[src/rtl/scoreboard_issue_pkg.sv]
// Shared types and operation classification for the issue scoreboard and the hazard check.
package scoreboard_issue_pkg;

   localparam int SB_REG_ADDR_W = 4;

   typedef enum logic [2:0] {
      OP_NOP, OP_ALO, OP_AHI, OP_ADD, OP_SUB, OP_AND, OP_WRL, OP_RDL
   } t_op;

   typedef struct packed {
      t_op                      op;
      logic [SB_REG_ADDR_W-1:0] r1;
      logic [SB_REG_ADDR_W-1:0] r2;
      logic [SB_REG_ADDR_W-1:0] rw;
   } t_stage;

   function automatic logic op_reads(input t_op op);
      return (op inside {OP_ADD, OP_SUB, OP_AND, OP_WRL, OP_RDL});
   endfunction

   function automatic logic op_writes(input t_op op);
      return (op inside {OP_ALO, OP_AHI, OP_ADD, OP_SUB, OP_AND, OP_RDL});
   endfunction

endpackage

[src/rtl/scoreboard_issue_cnt.sv]
// Per-register pending-writer counters; pend reflects a same-cycle write-back already applied.
module scoreboard_cnt
   import scoreboard_issue_pkg::*;
#(
   parameter int REG_ADDR_W = SB_REG_ADDR_W,
   parameter int CNT_W      = 2,
   localparam int NREGS     = 2**REG_ADDR_W
) (
   input  logic                            clk,
   input  logic                            rst_n,
   input  logic                            inc_en,
   input  logic [REG_ADDR_W-1:0]           inc_idx,
   input  logic                            dec_en,
   input  logic [REG_ADDR_W-1:0]           dec_idx,
   input  logic                            clr,
   output logic [NREGS-1:0][CNT_W-1:0]     pend,
   output logic                            err
);

   logic [NREGS-1:0][CNT_W-1:0] cnt;

   for (genvar r = 0; r < NREGS; r++) begin : g_reg
      logic             inc, dec;
      logic [CNT_W-1:0] q;

      assign inc      = inc_en && (inc_idx == REG_ADDR_W'(r));
      assign dec      = dec_en && (dec_idx == REG_ADDR_W'(r)) && (q != '0);
      assign cnt[r]   = q;
      assign pend[r]  = q - CNT_W'(dec);

      // Saturation is prevented upstream: inc is only granted when pend is below max.
      always_ff @(posedge clk) begin
         if (!rst_n || clr) q <= '0;
         else               q <= q + CNT_W'(inc) - CNT_W'(dec);
      end
   end

   assign err = dec_en && !clr && (cnt[dec_idx] == '0);

endmodule

[src/rtl/scoreboard_issue.sv]
// Issue slot between IF and ID, blocking readers of registers with in-flight writers.
// Optional stall counter port stall_cycles under SCOREBOARD_ISSUE_STATS_EN.
module scoreboard_issue
   import scoreboard_issue_pkg::*;
#(
   parameter int REG_ADDR_W = SB_REG_ADDR_W,
   parameter int CNT_W      = 2
) (
   input  logic                  clk,
   input  logic                  rst_n,
   input  logic                  in_valid,
   input  t_stage                in_stage,
   output logic                  in_ready,
   output logic                  out_valid,
   output t_stage                out_stage,
   input  logic                  out_ready,
   input  logic                  wb_valid,
   input  logic [REG_ADDR_W-1:0] wb_rw,
   input  logic                  flush,
   output logic                  stall,
   output logic                  wb_err
`ifdef SCOREBOARD_ISSUE_STATS_EN
   ,
   output logic [31:0]           stall_cycles
`endif
);

   localparam int               NREGS   = 2**REG_ADDR_W;
   localparam logic [CNT_W-1:0] CNT_MAX = '1;

   logic [NREGS-1:0][CNT_W-1:0] pend;
   logic                        hazard, wsat, issue, cnt_err;

   assign hazard   = op_reads(in_stage.op) &&
                     ((pend[in_stage.r1] != '0) || (pend[in_stage.r2] != '0));
   assign wsat     = op_writes(in_stage.op) && (pend[in_stage.rw] == CNT_MAX);
   assign in_ready = !flush && (!out_valid || out_ready) && !hazard && !wsat;
   assign issue    = in_valid && in_ready;
   assign stall    = in_valid && !in_ready;

   scoreboard_cnt #(.REG_ADDR_W(REG_ADDR_W), .CNT_W(CNT_W)) u_cnt (
      .clk     (clk),
      .rst_n   (rst_n),
      .inc_en  (issue && op_writes(in_stage.op)),
      .inc_idx (in_stage.rw),
      .dec_en  (wb_valid),
      .dec_idx (wb_rw),
      .clr     (flush),
      .pend    (pend),
      .err     (cnt_err)
   );

   always_ff @(posedge clk) begin
      if (!rst_n) begin
         out_valid <= 1'b0;
         out_stage <= '0;
         wb_err    <= 1'b0;
      end else begin
         if (flush)          out_valid <= 1'b0;
         else if (issue) begin
            out_valid <= 1'b1;
            out_stage <= in_stage;
         end else if (out_ready) out_valid <= 1'b0;
         if (cnt_err) wb_err <= 1'b1;
      end
   end

`ifdef SCOREBOARD_ISSUE_STATS_EN
   always_ff @(posedge clk) begin
      if (!rst_n)              stall_cycles <= '0;
      else if (stall && !flush) stall_cycles <= stall_cycles + 32'd1;
   end
`endif

endmodule

[config.mk]
export PLATFORM = sky130hd
export DESIGN_NAME = scoreboard_issue
export DESIGN_NICKNAME = d
export VERILOG_FILES = /design/src/rtl/scoreboard_issue_pkg.sv /design/src/rtl/scoreboard_issue_cnt.sv /design/src/rtl/scoreboard_issue.sv
export SDC_FILE = /design/constraint.sdc
export NUM_CORES = 1
export LEC_CHECK = 0
export ABC_AREA = 1
export CAP_MARGIN = 20
export CELL_PAD_IN_SITES_DETAIL_PLACEMENT = 0
export CELL_PAD_IN_SITES_GLOBAL_PLACEMENT = 1
export CORE_MARGIN = 5
export CORE_UTILIZATION = 43
export DETAILED_ROUTE_END_ITERATION = 12
export PLACE_DENSITY = 0.83
export REMOVE_ABC_BUFFERS = 1
export SYNTH_ARGS = -nofsm -noshare
export SYNTH_HDL_FRONTEND = slang
export SYNTH_SLANG_ARGS = --single-unit
[constraint.sdc]
create_clock -name clk -period 4.3 [get_ports clk]
set_input_delay 0.86 -clock clk [delete_from_list [all_inputs] [get_ports clk]]
set_output_delay 0.86 -clock clk [all_outputs]
set_load 0.02 [all_outputs]
# == Word level (Yosys, flattened, before mapping) ==
# Cells that the tools add are included.
# word_totals
output_inout_bits,19
in_bits,25
wordCells,217
regBits,49
# classes
eq_ne,38
n_bitwise,2
add_sub_neg,48
n_lt_le_gt_ge,4
mux,10
n_reduce_logical,93
# op_table
operator,n
"4-bit equality test, second input constant",16
2-bit by 1-bit subtractor with 2-bit output,32
1-bit logical AND,58
2-bit nonzero test,19
2-bit by 1-bit adder with 2-bit output,16
2-bit binary-select mux with 4-bit select,4
"4-bit by 3-bit equality test with 1-bit output, second input constant",8
"4-bit by 5-bit < comparator with 1-bit output, second input constant",4
"4-bit by 2-bit equality test with 1-bit output, second input constant",4
"3-bit equality test, second input constant",4
"4-bit by 1-bit equality test with 1-bit output, second input constant",2
4-bit logical NOT,2
2-bit 2-to-1 mux,4
"3-bit by 2-bit equality test with 1-bit output, second input constant",2
1-bit logical NOT,6
6-bit nonzero test,1
5-bit nonzero test,1
"3-bit by 1-bit equality test with 1-bit output, second input constant",1
1-bit logical OR,3
"2-bit equality test, second input constant",1
2-bit logical NOT,1
1-bit 2-to-1 mux,2
1-bit NOT,2
2-bit AND reduction,1
2-bit OR reduction,1

# == Logic depth before layout (Yosys ltp) ==
# Gate-level depths: netlist of the first run.
# depth
ltp_word,17
ltp_mapped,23
mapped_depth_nobuf,22

# == By module ==
# From an unflattened synthesis of the first run, not the netlist that was laid out.
# hier_totals
cells_unflattened,650
hier_area_um2,3783.6
# by_module_without_submodules
mod,seq_area_each_um2,area_per_inst_um2,cells_each,instances
scoreboard_cnt,640.6,2194.6,358,1
scoreboard_issue,340.3,1589.0,292,1

# == Worst setup path before layout of the first run ==
# OpenSTA, ideal clock, no wires.
# synth_timing
path_kind,input-to-output
startpoint,input wb_valid
endpoint,output stall
required_ps,3440
arrival_time_ps,2485
stages,14
n_path_buf,2
setup_slack_ps,955
path_cell_list,inv_2 > nor2_4 > nand2_1 > nand3_1 > nand2_1 > nand2_1 > o21ai_1 > nand3_2 > nor2_4 > nor2_4 > and2_4 > buf_6 > buf_6 > nor2_1
# synth_via
elab_chain_cells,13
word_cells_on_any_way,66
cone_classes,add/sub: 16; eq/ne: 1; mux: 6; reduce/logical: 43
# synth_rtl
item,line,text
"start, declared",scoreboard_issue.sv:17,"input logic wb_valid,"
1-bit logical AND (2 in a row),scoreboard_issue_cnt.sv:27,assign dec = dec_en && (dec_idx == REG_ADDR_W'(r)) && (q != '0);
2-bit by 1-bit subtractor with 2-bit output,scoreboard_issue_cnt.sv:29,assign pend[r] = q - CNT_W'(dec);
2-bit binary-select mux with 4-bit select,scoreboard_issue.sv:35,((pend[in_stage.r1] != '0) || (pend[in_stage.r2] != '0));
2-bit 2-to-1 mux (not written as such),scoreboard_issue.sv:35,
2-bit nonzero test,scoreboard_issue.sv:35,
1-bit logical OR,scoreboard_issue.sv:35,
1-bit logical AND,scoreboard_issue.sv:34,assign hazard = op_reads(in_stage.op) &&
1-bit logical NOT,scoreboard_issue.sv:37,assign in_ready = !flush && (!out_valid || out_ready) && !hazard && !wsat;
1-bit logical AND,scoreboard_issue.sv:37,
1-bit logical AND (*),scoreboard_issue.sv:37,
via in_ready,scoreboard_issue.sv:13,"output logic in_ready,"
1-bit logical NOT (*),scoreboard_issue.sv:39,assign stall = in_valid && !in_ready;
1-bit logical AND (*),scoreboard_issue.sv:39,
"end, declared",scoreboard_issue.sv:20,"output logic stall,"
# Mark *: on every way through the listed nets, which the timed path passes. The rest lies on a longest branch. The select of a mux whose other input is x is not followed.

# == Worst setup path in the final report of the first run ==
# layout_timing
startpoint,input wb_valid
endpoint,output stall
# layout_via
elab_chain_cells,13
word_cells_on_any_way,66
cone_classes,add/sub: 16; eq/ne: 1; mux: 6; reduce/logical: 43
# layout_rtl
item,line
1-bit logical AND (2 in a row),scoreboard_issue_cnt.sv:27
2-bit by 1-bit subtractor with 2-bit output,scoreboard_issue_cnt.sv:29
2-bit binary-select mux with 4-bit select,scoreboard_issue.sv:35
2-bit 2-to-1 mux (not written as such),scoreboard_issue.sv:35
2-bit nonzero test,scoreboard_issue.sv:35
1-bit logical OR,scoreboard_issue.sv:35
1-bit logical AND,scoreboard_issue.sv:34
1-bit logical NOT,scoreboard_issue.sv:37
1-bit logical AND,scoreboard_issue.sv:37
1-bit logical AND (*),scoreboard_issue.sv:37
1-bit logical NOT (*),scoreboard_issue.sv:39
1-bit logical AND (*),scoreboard_issue.sv:39
# Every way passes the cells marked *; elsewhere a longest branch is shown, timed or not. The select of a mux whose other input is x is not followed.

==> results.py, run 1 <==
metrics = {
    "status": {
        "status": "finished, final reports clean",
    },
    "logic_synthesis": {
        "yosys-top-cells-count": "nand2_1, nor2_1, inv_1",
        "synth_edf_count": 0,
        "synth_top_area_share_pct": 24.7,
        "syn_avg_cell_area_um2": 6.36,
        "syn_inst": 625,
        "ys_ff_latch": 49,
        "ys.flop_type": "dfxtp_1",
        "yosysTopAreaCell": "dfxtp_1",
        "ys_types": 38,
        "yosysMostFrequentCell": "nand2_1",
        "synth_area_leaders": "dfxtp_1, nand2_1, nor2_1",
        "synth_warnings": 0,
        "ys_seq_area_share_pct": 24.7,
        "async_reset_ff_share_pct": 0,
        "syn_area_um2": 3980,
    },
    "placed_design": {
        "dp_hpwl_mm": 8.73,
        "dp_cells": 783,
        "portBuffers": 43,
        "gp_congestion": 0.868,
        "dpl_cell_area_um2": 4600,
    },
    "detailed_routing": {
        "via_count": 3982,
        "met1_length_mm": 5.21,
        "via_per_inst": 5.04,
        "ant_nets": 0,
        "drtIter0Drc": 215,
        "totalWireLength_mm": 10.9,
        "wl_met2_mm": 5.13,
        "wire_per_inst_um": 13.9,
        "wl_met3_um": 530,
        "top_layer": "met4",
        "drtPass1Iterations": 5,
        "drcViolationCount": 0,
    },
    "timing": {
        "finalHoldViolCount": 0,
        "tightest_slew_ns": 0.640,
        "setup_viol": 0,
        "fin_crit_sh_pct": 89.6,
        "fin_crit_ns": 3.85,
        "finClkSkew_ns": 0.00793,
        "relSlewSlack_pct": 57.0,
        "hold_ws_ns": 0.453,
        "setup-tns-final_ns": 0,
        "rsz0062_at_grt": "no",
        "drv_slew": 0,
        "clock.fmax_mhz": 260,
    },
    "final_layout": {
        "fin_cells": 790,
        "areaGrowthSynthToFinish_pct": 18.2,
        "layout-drive-gt1-share_pct": 12.7,
        "fin_area_um2": 4700,
        "diodes": 0,
        "nets": 720,
    },
    "critical_path": {
        "required_ns": 3.44,
        "criticalPathCategory": "input pin to output pin",
        "cp_max_fo": 5,
        "cp.arrival_ns": 2.99,
        "slowest_stage": "clkdlybuf4s50_1",
        "endpoint_kind": "output pin",
        "max_stage_delay_ns": 0.53,
        "startpoint_type": "input pin",
        "worst_path_most_repeated_cell": "nand2_1",
        "cp_cell_sequence": "clkdlybuf4s50_1 > inv_4 > nor2_4 > nand2_1 > nand2_1 > nand2_1 > nand2_1 > o21ai_1 > nand3_2 > nor2_4 > nor2_4 > and2_4 > nor2_1 > dlymetal6s2s_1",
    },
    "power_and_ir_drop": {
        "clkPwrFrac_pct": 29.2,
        "p_int_mw": 0.668,
        "p_comb_share_pct": 22.2,
        "p_leak_nw": 2.25,
        "p_seq_share_pct": 48.6,
        "power.density_nw_per_um2": 203,
        "netSwitchingPower_mw": 0.288,
        "netSwitchingFraction_pct": 30.1,
        "worst_ir_drop_vdd_v": 0.000106,
    },
    "grt": {
        "grt_pass1_wl_mm": 18.7,
        "grt_util_all_layers_pct": 20.2,
        "overflow": 0,
        "grt_max_degree": 19,
        "grt_pass1_vias": 3874,
        "grt_antenna_before_repair": 0,
    },
    "floorplan": {
        "die_h_um": 106,
        "core-area_um2": 9110,
        "dieArea_um2": 11300,
        "die_x_um": 106,
        "initial_utilization_pct": 43.6,
        "boundaryPins": 44,
        "num_rows": 35,
    },
    "clock_tree": {
        "clk_latency_ns": 0.30,
        "h-tree-depth": 2,
        "clkTransAtPathRegs_ns": 0.09,
        "clock_sinks": 49,
        "cts_tree": "yes",
        "ctsRootBufferMaster": "clkbuf_8",
        "cts_setup_buffers": 0,
        "cts_hold_buf": 0,
        "cts_inserted_buffers": 5,
        "clockBufferDepth": 2,
    },
    "run": {
        "maxCapViolCount": 0,
    },
    "worst_hold_path": {
        "min_path_type": "flop to flop",
    },
}
power groups by stage:
| stage | sequential, mW | combinational [mW] | clock (mW) |
|---|---|---|---|
| floorplan | 0.483 | 0.102 | 0 |
| global placement | 0.475 | 0.212 | 0 |
| detailed placement | 0.475 | 0.212 | 0 |
| CTS | 0.465 | 0.213 | 0.294 |
| global route | 0.466 | 0.231 | 0.312 |
| finish | 0.464 | 0.212 | 0.279 |
per-layer routing:
metal	track usage [%]	vias to the layer above
met5	0	-
met4	3.24	0
met3	2.91	7
met2	35.7	92
met1	26.4	1806
li1	-	2077
stage by stage:
step | util (%) | power (mW) | setup slack, ns
6_report | 51.6 | 0.955 | 0.448
5_1_grt | 51.6 | 1.01 | 0.298
4_1_cts | 51.5 | 0.972 | 0.0180
3_5_place_dp | 50.5 | 0.687 | -0.0000240
3_3_place_gp | 50.5 | 0.687 | -0.0228
2_1_floorplan | - | 0.585 | 1.10
critical path, delay by kind of cell:
family	cells	cell delay (ns)
AO/OA/AOI/OAI	1	0.24
buffers and inverters	3	0.96
AND/OR/NAND/NOR	10	0.93
layout make-up:
type | instances | area (um^2)
timing repair buffer | 64 | 607
multi-input combinational | 488 | 2620
clock buffer | 7 | 86.3
sequential | 49 | 981
tap | 111 | 139
inverter | 71 | 269
fill | 973 | 4410
cells in the final DEF (no fill, tap or decap), drive strengths merged:
master and instances:
a211oi 1, a21oi 17, a221oi 1, and2 1
buf 21, clkbuf 7, clkdlybuf4s50 39, clkinv 3
dfxtp 49, dlygate4sd2 1, dlymetal6s2s 3, ha 16
inv 68, nand2 218, nand3 63, nand4 17
nor2 109, nor3 3, nor4 1, o2111ai 1
o21ai 5, o21bai 16, o22ai 2, or2 1
xnor2 16
cells by family after synthesis:
family / share of synthesized area, %
AOI/OAI and AO/OA: 10.4
xor gates and xnor gates: 3.53
adders and majority gates: 5.04
buffers and inverters: 9.66
DFF: 24.7
and+or+nand+nor: 46.7
worst paths after layout:
check                            start                  end  slack, ns  depth (start not counted)
hold reg to reg                 wb_err               wb_err       0.45                          2
setup reg to reg  u_cnt.g_reg[15].q[1]  u_cnt.g_reg[7].q[1]       1.37                         21
hold / removal                  wb_err               wb_err       0.45                          2
setup / recovery              wb_valid                stall       0.45                         14
sequential cells by signal, indices dropped and copies added (netlist names):
| name | cells |
|---|---|
| out_stage | 15 |
| wb_err | 1 |
| out_valid | 1 |
| u_cnt.g.q | 32 |
timing repair:
item | in CTS | in global routing
gates resized for setup | 3 | 4
endpoints found under the hold margin | 0 | 0
endpoints found under the setup margin | 1 | 2
Power figures use the tool's default switching activity.
==> run 2: changes to the inputs <==
CTS_BUF_LIST = sky130_fd_sc_hd__clkbuf_16   (was unset)
SLEW_MARGIN = 20   (was unset)
TNS_END_PERCENT = 20   (was unset)
==> run 2 against run 1 <==
Compared with the run above:
- global-route usage up 0.14 points
- via count up 0.58%
- register-to-register slack got worse by 0.03 ns
- critical endpoint unchanged
- combinational power barely moved
- utilization grew 0.48 points
- clock skew decreased by 0.0018 ns
- non-clock buffer count unchanged
==> results.py, run 2 (synthesis results as in run 1) <==
metrics = {
    "status": {
        "status": "finished, final reports clean",
    },
    "timing": {
        "fin_crit_sh_pct": 99.3,
        "tightest_slew_ns": 0.644,
        "drv_slew": 0,
        "finalHoldViolCount": 0,
        "clock.fmax_mhz": 234,
        "setup-tns-final_ns": 0,
        "setup_viol": 0,
        "fin_crit_ns": 4.27,
        "rsz0062_at_grt": "yes",
        "layout_setup_ws_ns": 0.0301,
        "relSlewSlack_pct": 56.8,
        "finClkSkew_ns": 0.00610,
    },
    "critical_path": {
        "cp_cell_sequence": "clkdlybuf4s50_1 > inv_4 > nor2_4 > nand2_1 > nand2_1 > nand2_1 > nand2_1 > o21ai_1 > nand3_2 > nor2_4 > nor2_4 > and2_4 > nor2_1 > clkdlybuf4s50_1",
        "criticalPathCategory": "input pin to output pin",
        "endpoint_kind": "output pin",
        "required_ns": 3.44,
        "cp_top_family": "buffers and inverters",
        "cp.arrival_ns": 3.41,
        "cp_max_fo": 5,
        "slowest_stage": "clkdlybuf4s50_1",
        "startpoint_type": "input pin",
        "worst_path_most_repeated_cell": "nand2_1",
        "max_stage_delay_ns": 0.60,
        "crit_buf_inv": 3,
    },
    "worst_hold_path": {
        "min_path_type": "flop to flop",
    },
    "final_layout": {
        "final_common_cell": "nand2_1",
        "mostFrequentLayoutCells": "nand2_1, nor2_1, inv_1",
        "nets": 720,
        "reg_top3": "u_cnt.g.q (32), out_stage (15)",
        "utilization_pct": 52.1,
        "nFillCells": 965,
        "areaGrowthSynthToFinish_pct": 19.3,
        "diodes": 0,
        "largest_register_ffs": 32,
        "layout-drive-gt1-share_pct": 12.5,
        "regMostFlops": "u_cnt.g.q",
    },
    "power_and_ir_drop": {
        "power.density_nw_per_um2": 221,
        "worst_ir_drop_vdd_v": 0.000120,
        "p_total_mw": 1.05,
        "p_leak_nw": 2.26,
    },
    "placed_design": {
        "place_ws_ns": -0.0000240,
        "dp_hpwl_mm": 8.73,
        "gp_congestion": 0.868,
        "portBuffers": 43,
    },
    "floorplan": {
        "dieArea_um2": 11300,
        "die_x_um": 106,
        "die_h_um": 106,
        "boundaryPins": 44,
        "initial_utilization_pct": 43.6,
        "num_rows": 35,
        "core-area_um2": 9110,
    },
    "clock_tree": {
        "cts_hold_buf": 0,
        "clkTransAtPathRegs_ns": 0.06,
        "cts_inserted_buffers": 5,
        "cts_tree": "yes",
        "clock_sinks": 49,
        "clockBufferDepth": 2,
        "clk_latency_ns": 0.28,
        "ctsRootBufferMaster": "clkbuf_16",
        "h-tree-depth": 2,
    },
    "detailed_routing": {
        "drtPass1Iterations": 4,
        "wire_per_inst_um": 14.0,
        "via_count": 4005,
        "ant_nets": 0,
        "via_per_inst": 5.07,
        "drtIter0Drc": 163,
        "totalWireLength_mm": 11.0,
        "drcViolationCount": 0,
    },
    "grt": {
        "grt_antenna_before_repair": 0,
        "grt_util_all_layers_pct": 20.3,
        "grt_max_degree": 19,
        "overflow": 0,
        "grt_pass1_vias": 3883,
        "grt_pass1_wl_mm": 18.8,
    },
    "run": {
        "maxCapViolCount": 0,
    },
}
run 2: cell count changes in the layout (fill, tap and decap cells not counted), sizes merged:
cell / before / now
clkbuf: 7 / 5
clkdlybuf4s50: 39 / 40
clkinv: 3 / 4
inv: 68 / 69
dlymetal6s2s: 3 / 2
run 2: where the power goes:
group | leakage (nW) | internal [mW] | switching [mW]
Sequential | 0.396 | 0.461 | 0.00405
Clock | 0.0685 | 0.208 | 0.160
Combinational | 1.80 | 0.0797 | 0.133
Total | 2.26 | 0.749 | 0.297
run 2: per-layer routing:
layer  part of all wire, %  vias to the layer above  global-route usage, %
met5                     0                        -                      0
met1                    49                     1840                   26.7
met4                  0.83                        0                   3.52
met3                   3.6                        9                   2.73
met2                    47                       77                   35.9
li1                      -                     2079                      -
run 2: final timing paths:
path / startpoint / end / slack [ns] / cells past startpoint
worst max-delay path: wb_valid / stall / 0.03 / 14
worst min-delay path: wb_err / wb_err / 0.45 / 2
worst max register to register: u_cnt.g_reg[15].q[1] / u_cnt.g_reg[15].q[1] / 1.34 / 21
worst min register to register: wb_err / wb_err / 0.45 / 2
run 2: timing repair:
item	in CTS	in global routing
buffers inserted	0	0
setup endpoints to repair	1	2
pin swaps	0	0
resized for setup	3	3
run 2: per-stage QoR:
stage	hold WS (ns)	instance area, um^2	std cells
finish	0.451	4740	790
global route	0.476	4740	790
CTS	0.449	4740	790
detailed placement	0.439	4600	783
global placement	0.440	4600	783
floorplan	0.526	3860	608
run 2: area by class of cell:
cell class	count	area (um^2)	share of cell area [%]
Clock buffer	5	125	2.64
Clock inverter	2	7.51	0.158
Inverter	71	269	5.67
Timing Repair Buffer	64	604	12.7
Multi-Input combinational cell	488	2620	55.2
Sequential cell	49	981	20.7
Tap cell	111	139	2.93
run 2: worst min-delay path: cells and delay by family, from the launching register on:
kind | cells | cell delay [ns]
flip-flops | 1 | 0.31
AO/OA/AOI/OAI | 1 | 0.05
buffers and inverters | 1 | 0.05
